==> src/rtl/led_shift_controller_if.sv <==
// rtl/led_shift_controller_if.sv - button/pattern/LED signal bundle for led_shift_controller
interface led_shift_controller_if #(
  parameter int LEDS = 8
);
  logic            button;
  logic [1:0]      mode_sel;
  logic            data_in;
  logic            load;
  logic [LEDS-1:0] load_data;
  logic            pause;
  logic [LEDS-1:0] leds;
  logic            direction;
  logic            tick;

  modport master (
    output button, mode_sel, data_in, load, load_data, pause,
    input  leds, direction, tick
  );

  modport slave (
    input  button, mode_sel, data_in, load, load_data, pause,
    output leds, direction, tick
  );
endinterface

==> src/rtl/led_shift_controller.sv <==
// rtl/led_shift_controller.sv - rate-divided shift/rotate/bounce/hold LED pattern engine
module led_shift_controller #(
  parameter int LEDS            = 8,
  parameter int TICK_DIV        = 4,
  parameter int DEBOUNCE_CYCLES = 4
) (
  input logic                  clk,
  input logic                  rst_n,
  led_shift_controller_if.slave bus
);

  localparam int PW = (TICK_DIV > 1) ? $clog2(TICK_DIV) : 1;
  localparam int DW = (DEBOUNCE_CYCLES > 1) ? $clog2(DEBOUNCE_CYCLES) : 1;
  localparam logic [PW-1:0] PRESC_MAX = PW'(TICK_DIV - 1);
  localparam logic [DW-1:0] DEB_MAX   = DW'(DEBOUNCE_CYCLES - 1);

  localparam logic [1:0] MODE_SHIFT  = 2'b00;
  localparam logic [1:0] MODE_BOUNCE = 2'b10;
  localparam logic [1:0] MODE_HOLD   = 2'b11;

  logic [PW-1:0]   presc;
  logic            s1, s2;
  logic            deb;
  logic [DW-1:0]   deb_cnt;
  logic [LEDS-1:0] leds_q;
  logic            dir_q;

  logic            tick;
  logic            deb_next;
  logic            btn_rise;
  logic            step;
  logic            flip;
  logic            step_dir;
  logic            fill_lo;
  logic            fill_hi;
  logic [LEDS-1:0] step_val;

  assign tick          = (presc == PRESC_MAX);
  assign bus.tick      = tick;
  assign bus.leds      = leds_q;
  assign bus.direction = dir_q;

  // Two-flop synchroniser for the raw button
  always_ff @(posedge clk or negedge rst_n) begin
    if (!rst_n) begin
      s1 <= 1'b0;
      s2 <= 1'b0;
    end else begin
      s1 <= bus.button;
      s2 <= s1;
    end
  end

  // Debounced level adopts s2 once it has differed for DEBOUNCE_CYCLES cycles
  always_comb begin
    deb_next = deb;
    if (s2 != deb && deb_cnt == DEB_MAX)
      deb_next = s2;
  end

  assign btn_rise = deb_next & ~deb;

  // Debounce counter and debounced level
  always_ff @(posedge clk or negedge rst_n) begin
    if (!rst_n) begin
      deb     <= 1'b0;
      deb_cnt <= '0;
    end else begin
      deb <= deb_next;
      if (s2 == deb || deb_cnt == DEB_MAX)
        deb_cnt <= '0;
      else
        deb_cnt <= deb_cnt + DW'(1);
    end
  end

  // Free-running prescaler; a load restarts the step interval
  always_ff @(posedge clk or negedge rst_n) begin
    if (!rst_n)
      presc <= '0;
    else if (bus.load || tick)
      presc <= '0;
    else
      presc <= presc + PW'(1);
  end

  // Next pattern for a step; bounce rotates using the already-flipped direction
  always_comb begin
    step     = tick & ~bus.load & ~bus.pause & (bus.mode_sel != MODE_HOLD);
    flip     = (bus.mode_sel == MODE_BOUNCE) & (dir_q ? leds_q[0] : leds_q[LEDS-1]);
    step_dir = dir_q ^ flip;
    if (bus.mode_sel == MODE_SHIFT) begin
      fill_lo = bus.data_in;
      fill_hi = bus.data_in;
    end else begin
      fill_lo = leds_q[LEDS-1];
      fill_hi = leds_q[0];
    end
    if (step_dir)
      step_val = {fill_hi, leds_q[LEDS-1:1]};
    else
      step_val = {leds_q[LEDS-2:0], fill_lo};
  end

  // Pattern and direction registers; button toggle and bounce flip combine by XOR
  always_ff @(posedge clk or negedge rst_n) begin
    if (!rst_n) begin
      leds_q <= '0;
      dir_q  <= 1'b0;
    end else begin
      dir_q <= dir_q ^ btn_rise ^ (step & flip);
      if (bus.load)
        leds_q <= bus.load_data;
      else if (step)
        leds_q <= step_val;
    end
  end

endmodule

==> src/flat_wrapper.sv <==
// flat-port wrapper written by rule: the top's interface ports become plain ports
module led_shift_controller_flat 
#(
  parameter int LEDS            = 8,
  parameter int TICK_DIV        = 4,
  parameter int DEBOUNCE_CYCLES = 4
)
  (clk, rst_n, bus_button, bus_mode_sel, bus_data_in, bus_load, bus_load_data, bus_pause, bus_leds, bus_direction, bus_tick);
  led_shift_controller_if #(.LEDS(LEDS)) bus_i ();
  input logic clk;
  input logic rst_n;
  input wire logic [$bits(bus_i.button)-1:0] bus_button;
  input wire logic [$bits(bus_i.mode_sel)-1:0] bus_mode_sel;
  input wire logic [$bits(bus_i.data_in)-1:0] bus_data_in;
  input wire logic [$bits(bus_i.load)-1:0] bus_load;
  input wire logic [$bits(bus_i.load_data)-1:0] bus_load_data;
  input wire logic [$bits(bus_i.pause)-1:0] bus_pause;
  output wire logic [$bits(bus_i.leds)-1:0] bus_leds;
  output wire logic [$bits(bus_i.direction)-1:0] bus_direction;
  output wire logic [$bits(bus_i.tick)-1:0] bus_tick;
  assign bus_i.button = bus_button;
  assign bus_i.mode_sel = bus_mode_sel;
  assign bus_i.data_in = bus_data_in;
  assign bus_i.load = bus_load;
  assign bus_i.load_data = bus_load_data;
  assign bus_i.pause = bus_pause;
  assign bus_leds = bus_i.leds;
  assign bus_direction = bus_i.direction;
  assign bus_tick = bus_i.tick;
  led_shift_controller #(.LEDS(LEDS), .TICK_DIV(TICK_DIV), .DEBOUNCE_CYCLES(DEBOUNCE_CYCLES)) u_core (.clk(clk), .rst_n(rst_n), .bus(bus_i));
endmodule
==> config.mk <==
export PLATFORM = sky130hd
export DESIGN_NAME = led_shift_controller_flat
export DESIGN_NICKNAME = d
export VERILOG_FILES = /design/src/rtl/led_shift_controller_if.sv /design/src/rtl/led_shift_controller.sv /design/src/flat_wrapper.sv
export SDC_FILE = /design/constraint.sdc
export NUM_CORES = 1
export LEC_CHECK = 0
export ABC_AREA = 1
export ABC_CLOCK_PERIOD_IN_PS = 2700
export CORE_MARGIN = 8
export CORE_UTILIZATION = 35
export DETAILED_ROUTE_END_ITERATION = 8
export MAX_ROUTING_LAYER = met4
export PLACE_DENSITY = 0.58
export SETUP_SLACK_MARGIN = 0.05
export SYNTH_ARGS = -nofsm -noshare
export SYNTH_HDL_FRONTEND = slang
export SYNTH_SLANG_ARGS = --single-unit
==> constraint.sdc <==
create_clock -name clk -period 2.7 [get_ports clk]
set_input_delay 0.27 -clock clk [delete_from_list [all_inputs] [get_ports clk]]
set_output_delay 0.27 -clock clk [all_outputs]
set_load 0.02 [all_outputs]
Word-level counts from Yosys, hierarchy flattened
Index checks and enable logic that the tools add are counted.
{"block": "classes", "n_addsub": 2, "n_mul": 0, "n_div": 0, "magnitude_cmp": 0, "n_eq_ne": 6, "shifts": 0, "mux": 9, "n_bitwise": 12, "reduce_logical": 5}
{"op": "$mux W8", "count": 3}
{"op": "$and A1 B1 Y1", "count": 6}
{"op": "$eq A2 B2 Y1 const B", "count": 3}
{"op": "$add A2 B1 Y2 const B", "count": 2}
{"op": "$mux W1", "count": 4}
{"op": "$mux W2", "count": 2}
{"op": "$not A1 Y1", "count": 3}
{"op": "$xor A1 B1 Y1", "count": 3}
{"op": "$logic_not A2 Y1", "count": 1}
{"op": "$logic_or A1 B1 Y1", "count": 2}
{"op": "$ne A2 B2 Y1 const B", "count": 1}
{"op": "$reduce_bool A2 Y1", "count": 1}
{"op": "$eq A1 B1 Y1", "count": 1}
{"op": "$logic_and A1 B1 Y1", "count": 1}
{"op": "$ne A1 B1 Y1", "count": 1}
{"block": "totals", "register_bits": 16, "latchBits": 0, "ramBits": 0, "rom_bits": 0, "in_bits": 16, "output_inout_bits": 10, "word_cells": 41, "n_memories": 0}

Depth between registers and ports, before layout
{"block": "logic_depth", "word_depth": 6, "ltp_mapped": 9, "mapped_depth_nobuf": 9}

Worst setup path after synthesis
OpenSTA, ideal clock, no wires.
{"block": "synth_path", "path_type": "flip-flop to flip-flop", "startpoint": "reg u_core.presc[0]", "endpoint": "reg u_core.leds_q[1] (netlist: u_core.bus.leds[1])", "setup_ps": 116, "t_arrival_ps": 1189, "required_time_ps": 2584, "slack_ps": 1395, "stages_incl_launch_ff": 8, "path_buffers": 0, "period_less_slack_ps": 1305, "path_cell_list": "dfrtp_1 > ha_1 > nand3b_1 > nand2_1 > inv_1 > nor2_1 > nand2_1 > nand2_1"}
{"block": "synth_between", "elab_chain_cells": 5}
{"element": "start: declaration", "line_no": "led_shift_controller.sv:21", "rtl": "logic [PW-1:0] presc;"}
{"element": "start signal: assignment", "line_no": "led_shift_controller.sv:84", "rtl": "presc <= presc + PW'(1);"}
{"element": "$eq A2 B2 Y1", "line_no": "led_shift_controller.sv:38", "rtl": "assign tick = (presc == PRESC_MAX);"}
{"element": "via bus_tick", "line_no": "flat_wrapper.sv:20", "rtl": "output wire logic [$bits(bus_i.tick)-1:0] bus_tick;"}
{"element": "$and A1 B1 Y1 (3 in a row)", "line_no": "led_shift_controller.sv:89", "rtl": "step = tick & ~bus.load & ~bus.pause & (bus.mode_sel != MODE_HOLD);"}
{"element": "$reduce_bool A2 Y1 (no source line)"}
{"element": "end signal: assignment", "line_no": "led_shift_controller.sv:113", "rtl": "leds_q <= bus.load_data;"}
{"element": "end signal: assignment", "line_no": "led_shift_controller.sv:115", "rtl": "leds_q <= step_val;"}
{"element": "end: declaration", "line_no": "led_shift_controller.sv:25", "rtl": "logic [LEDS-1:0] leds_q;"}
The timed path passes the listed nets, and every way through them passes these cells.
A chain may end at the register's enable or synchronous reset.

Worst setup path in the final report
{"block": "layout_path", "startpoint": "reg u_core.presc[0]", "endpoint": "out bus_tick"}
{"block": "layout_between", "elab_chain_cells": 1}
{"element": "$eq A2 B2 Y1", "line_no": "led_shift_controller.sv:38"}
{"element": "end: declaration", "line_no": "flat_wrapper.sv:20"}
Every way passes these cells.

==> impl_results.rst <==
.. list-table::
   :header-rows: 1

   * - Metric
     - Value
   * - Run status
     - complete, no violations
   * - Count of buffers added by post-CTS timing repair for setup
     - 0
   * - Number of filler cells placed in the layout
     - roughly 250
   * - TNS Setup
     - 0 ns
   * - Longest individual stage delay on the worst path
     - 0.62 ns
   * - First-iteration detailed-routing DRC count
     - 23
   * - FFs w/ async S/R, synth
     - 1.000
   * - Yosys top cell by area
     - sky130_fd_sc_hd__dfrtp_1
   * - Fmax
     - 574.8 MHz
   * - Full die area
     - 4416 um2
   * - Met3 wire length
     - 126 um
   * - Placed inst area
     - 1175 um2
   * - Count of cell types in the netlist
     - 20
   * - Number of levels the H-tree was split into
     - 1
   * - Number of antenna violations at the first check in global routing
     - 0
   * - Initial Utilization
     - 0.3629
   * - R2R cell count
     - 7
   * - Required time at the worst-slack endpoint
     - about 2.4 ns
   * - Post-Syn Nets
     - 130
   * - Count of pins on the block boundary
     - 26
   * - Fraction of the cycle the final worst path needs
     - 0.6444
   * - Die X-Extent
     - 66.45 um
   * - Post-cts sizing count
     - 0
   * - Peak fanout along the critical path
     - 3
   * - Antenna diode count
     - 0
   * - Total clock sinks
     - 16
   * - Crit path DAT
     - 1.47 ns
   * - Startpoint kind of the worst setup timing path
     - register
   * - Post-DR wirelength/cell
     - ~12 um
   * - Clock transition at the registers of the reported paths
     - 0.09 ns
   * - Routed length on met1
     - 1043 um
   * - Final design area excluding fillers
     - 1211 um2
   * - Setup clock skew after layout
     - about 0.0058 ns
   * - Share of the synthesized area in the top cell type
     - 0.4494
   * - Core area
     - ~2500 um2
   * - Clock Tree Root
     - sky130_fd_sc_hd__clkbuf_4
   * - Headroom to the max-slew limit
     - 0.5078
   * - Top Layer Used
     - met4
   * - Crit end category
     - output port
   * - Total Routing Usage GR
     - 0.1063
   * - Clock tree from TritonCTS
     - done
   * - Fraction of layout instances using a drive strength above 1
     - 0.1071
   * - Via-per-instance ratio
     - 4.735
   * - Hold path cells
     - 0
   * - Number of failing hold endpoints at the final stage
     - 0
   * - Number of global-route vias before repair
     - 806
   * - Max rail drop VDD
     - ~370 uV
   * - Number of standard cells after synthesis
     - roughly 110
   * - Residual overflow from global routing
     - 0
   * - Final setup fails
     - 0
   * - Largest net degree at the start of global routing
     - 17
   * - Routed wire length
     - 2056 um
   * - Synthesized area divided by synthesized cell count
     - 7.954 um2
   * - Vias post-DR
     - 805
   * - Power density over the cells
     - 657.4 nW/um2
   * - Flip-flop cell with the highest count after synthesis
     - sky130_fd_sc_hd__dfrtp_1
   * - Final layout net count
     - 159
   * - Wire length of the first global-routing pass
     - 3594 um
   * - Critical path, cell by cell
     - ha_1, clkdlybuf4s50_1
   * - Dominant cells by area after synthesis
     - sky130_fd_sc_hd__dfrtp_1, sky130_fd_sc_hd__nand2_1, sky130_fd_sc_hd__nand3_1
   * - Final Slew Violations
     - 0
   * - Area growth from synthesis to layout
     - 35.95%
   * - RSZ-0062 raised after global routing
     - no
   * - Setup CP Type
     - register to output port
   * - Sequential element share of the synthesized area
     - 0.4494
   * - Total iterations of the first detailed-routing run
     - 4
   * - Count of flip-flops with a built-in enable after synthesis
     - 0
   * - Post-synthesis cell area
     - 890.9 um2
   * - Number of CTS-inserted buffers
     - 3
   * - Weighted congestion reported at the end of routability-driven placement
     - about 0.8
   * - Number of port buffers
     - 25
   * - Number of storage elements in the synthesis netlist
     - 16
   * - Length of routed met2 wiring
     - 870 um
   * - Worst path slowest cell
     - sky130_fd_sc_hd__clkdlybuf4s50_1
   * - Synth warnings
     - 0
   * - DRC violations left
     - 0
   * - Static Leakage
     - 0.5757 nW
   * - Worst hold path class
     - register to register
   * - Transition time at the pin with the least slew margin
     - 0.7360 ns
   * - Hpwl dp
     - 1549 um
   * - # Max-Cap Violations
     - 0
   * - Tmin final
     - around 1.7 ns
   * - Remaining antenna violation count after routing
     - 0
   * - Core Rows
     - 18
   * - Maximum buffer depth of the clock tree
     - 2
   * - Clock insertion delay at the later pin of the skew report
     - 0.28 ns
   * - Die boundary height
     - 66.45 um
   * - Number of buffers inserted by hold repair at cts
     - 0
[path summary, 6_finish.rpt]
kind / start / to / slack (ns)
worst min-delay path: u_core.s1 / u_core.s2 / 0.36
min in group asynchronous: rst_n / u_core.bus.leds[1] / 0.41
worst max-delay path: u_core.presc[0] / bus_tick / 0.96
worst min register to register: u_core.s1 / u_core.s2 / 0.36
worst max register to register: u_core.presc[0] / u_core.bus.leds[1] / 1.33
max in group asynchronous: rst_n / u_core.deb / 1.83
[sequential cells by signal, summed over array words and instances (netlist names)]
name,flops
u_core.s1,1
u_core.bus.leds,8
u_core.presc,2
u_core.s2,1
u_core.bus.direction,1
u_core.deb,1
u_core.deb_cnt,2
[stage by stage]
| step | power (mW) | utilization | worst slack, ns | hold WS (ns) | cells |
|---|---|---|---|---|---|
| global route | 0.8639 | 0.4934 | 0.8615 | 0.3830 | 170 |
| floorplan | 0.5309 | - | 1.395 | -0.02559 | 112 |
| detailed placement | 0.6424 | 0.4786 | 0.9489 | 0.3373 | 166 |
| finish | 0.7962 | 0.4934 | 0.9603 | 0.3604 | 170 |
| CTS | 0.8054 | 0.4934 | 0.9382 | 0.3605 | 170 |
| global placement | 0.6373 | 0.4786 | 0.9890 | 0.3331 | 166 |
[cells in the mapped netlist, drive strengths merged, types with 2 or more instances]
library cell,count
nand3b,2
dfrtp,16
a21oi,3
nor2,10
nand3,20
ha,2
o21ai,5
inv,15
nand2,34
[power breakdown]
part	internal (mW)	switching (mW)
logic	0.133	0.175
clock network	0.0820	0.0781
registers	0.283	0.0450
total	0.498	0.298
[area by class of cell]
cell class	count	area, um2	area share
Sequential cell	16	400.4	0.3306
Multi-Input combinational cell	80	430.4	0.3554
Clock buffer	4	36.28	0.02996
Inverter	15	56.30	0.04649
Tap cell	30	37.54	0.03099
Timing Repair Buffer	25	250.2	0.2066
[cells by family (layout without fill, tap and decap cells)]
| family | Yosys count | in the layout | share of synthesized area |
|---|---|---|---|
| XOR/XNOR | 2 | 2 | 0.01967 |
| adder cells (fa/ha/maj) | 2 | 2 | 0.02809 |
| flip-flops | 16 | 16 | 0.4494 |
| AND/OR/NAND/NOR | 67 | 67 | 0.3820 |
| buffers and inverters | 16 | 44 | 0.06741 |
| AO/OA/AOI/OAI | 9 | 9 | 0.05336 |
[per-layer routing]
metal  vias to the layer above  track usage
met5                         -            -
met3                         2      0.03188
met1                       371       0.1404
met4                         0      0.04000
met2                        18       0.1484
li1                        414            -
[worst max-delay path: cells and delay by family, from the launching register on]
| family | cells | cell delay [ns] |
|---|---|---|
| DFF | 1 | 0.37 |
| buffers and inverters | 1 | 0.62 |
| adders and majority gates | 1 | 0.20 |
[cells in the final DEF, fill, tap and decap left out]
cell type                         netlist  routed
sky130_fd_sc_hd__nand3_2                1       1
sky130_fd_sc_hd__clkdlybuf4s50_1        0      25
sky130_fd_sc_hd__o21bai_1               1       1
sky130_fd_sc_hd__xnor2_1                1       1
sky130_fd_sc_hd__nor2_1                 8       8
sky130_fd_sc_hd__nand3_4                1       1
sky130_fd_sc_hd__nor2_4                 2       2
sky130_fd_sc_hd__nand2_2                5       5
sky130_fd_sc_hd__nor3b_1                1       1
sky130_fd_sc_hd__clkbuf_8               0       1
sky130_fd_sc_hd__a21oi_1                3       3
sky130_fd_sc_hd__nand2_1               28      28
sky130_fd_sc_hd__inv_1                 14      14
sky130_fd_sc_hd__nand2_4                1       1
sky130_fd_sc_hd__xor2_1                 1       1
sky130_fd_sc_hd__inv_2                  1       1
sky130_fd_sc_hd__ha_1                   2       2
sky130_fd_sc_hd__clkbuf_4               0       3
sky130_fd_sc_hd__nand3_1               18      18
sky130_fd_sc_hd__dfrtp_1               16      16
sky130_fd_sc_hd__o21ai_0                5       5
sky130_fd_sc_hd__nand3b_1               2       2
Power figures use the tool's default switching activity.
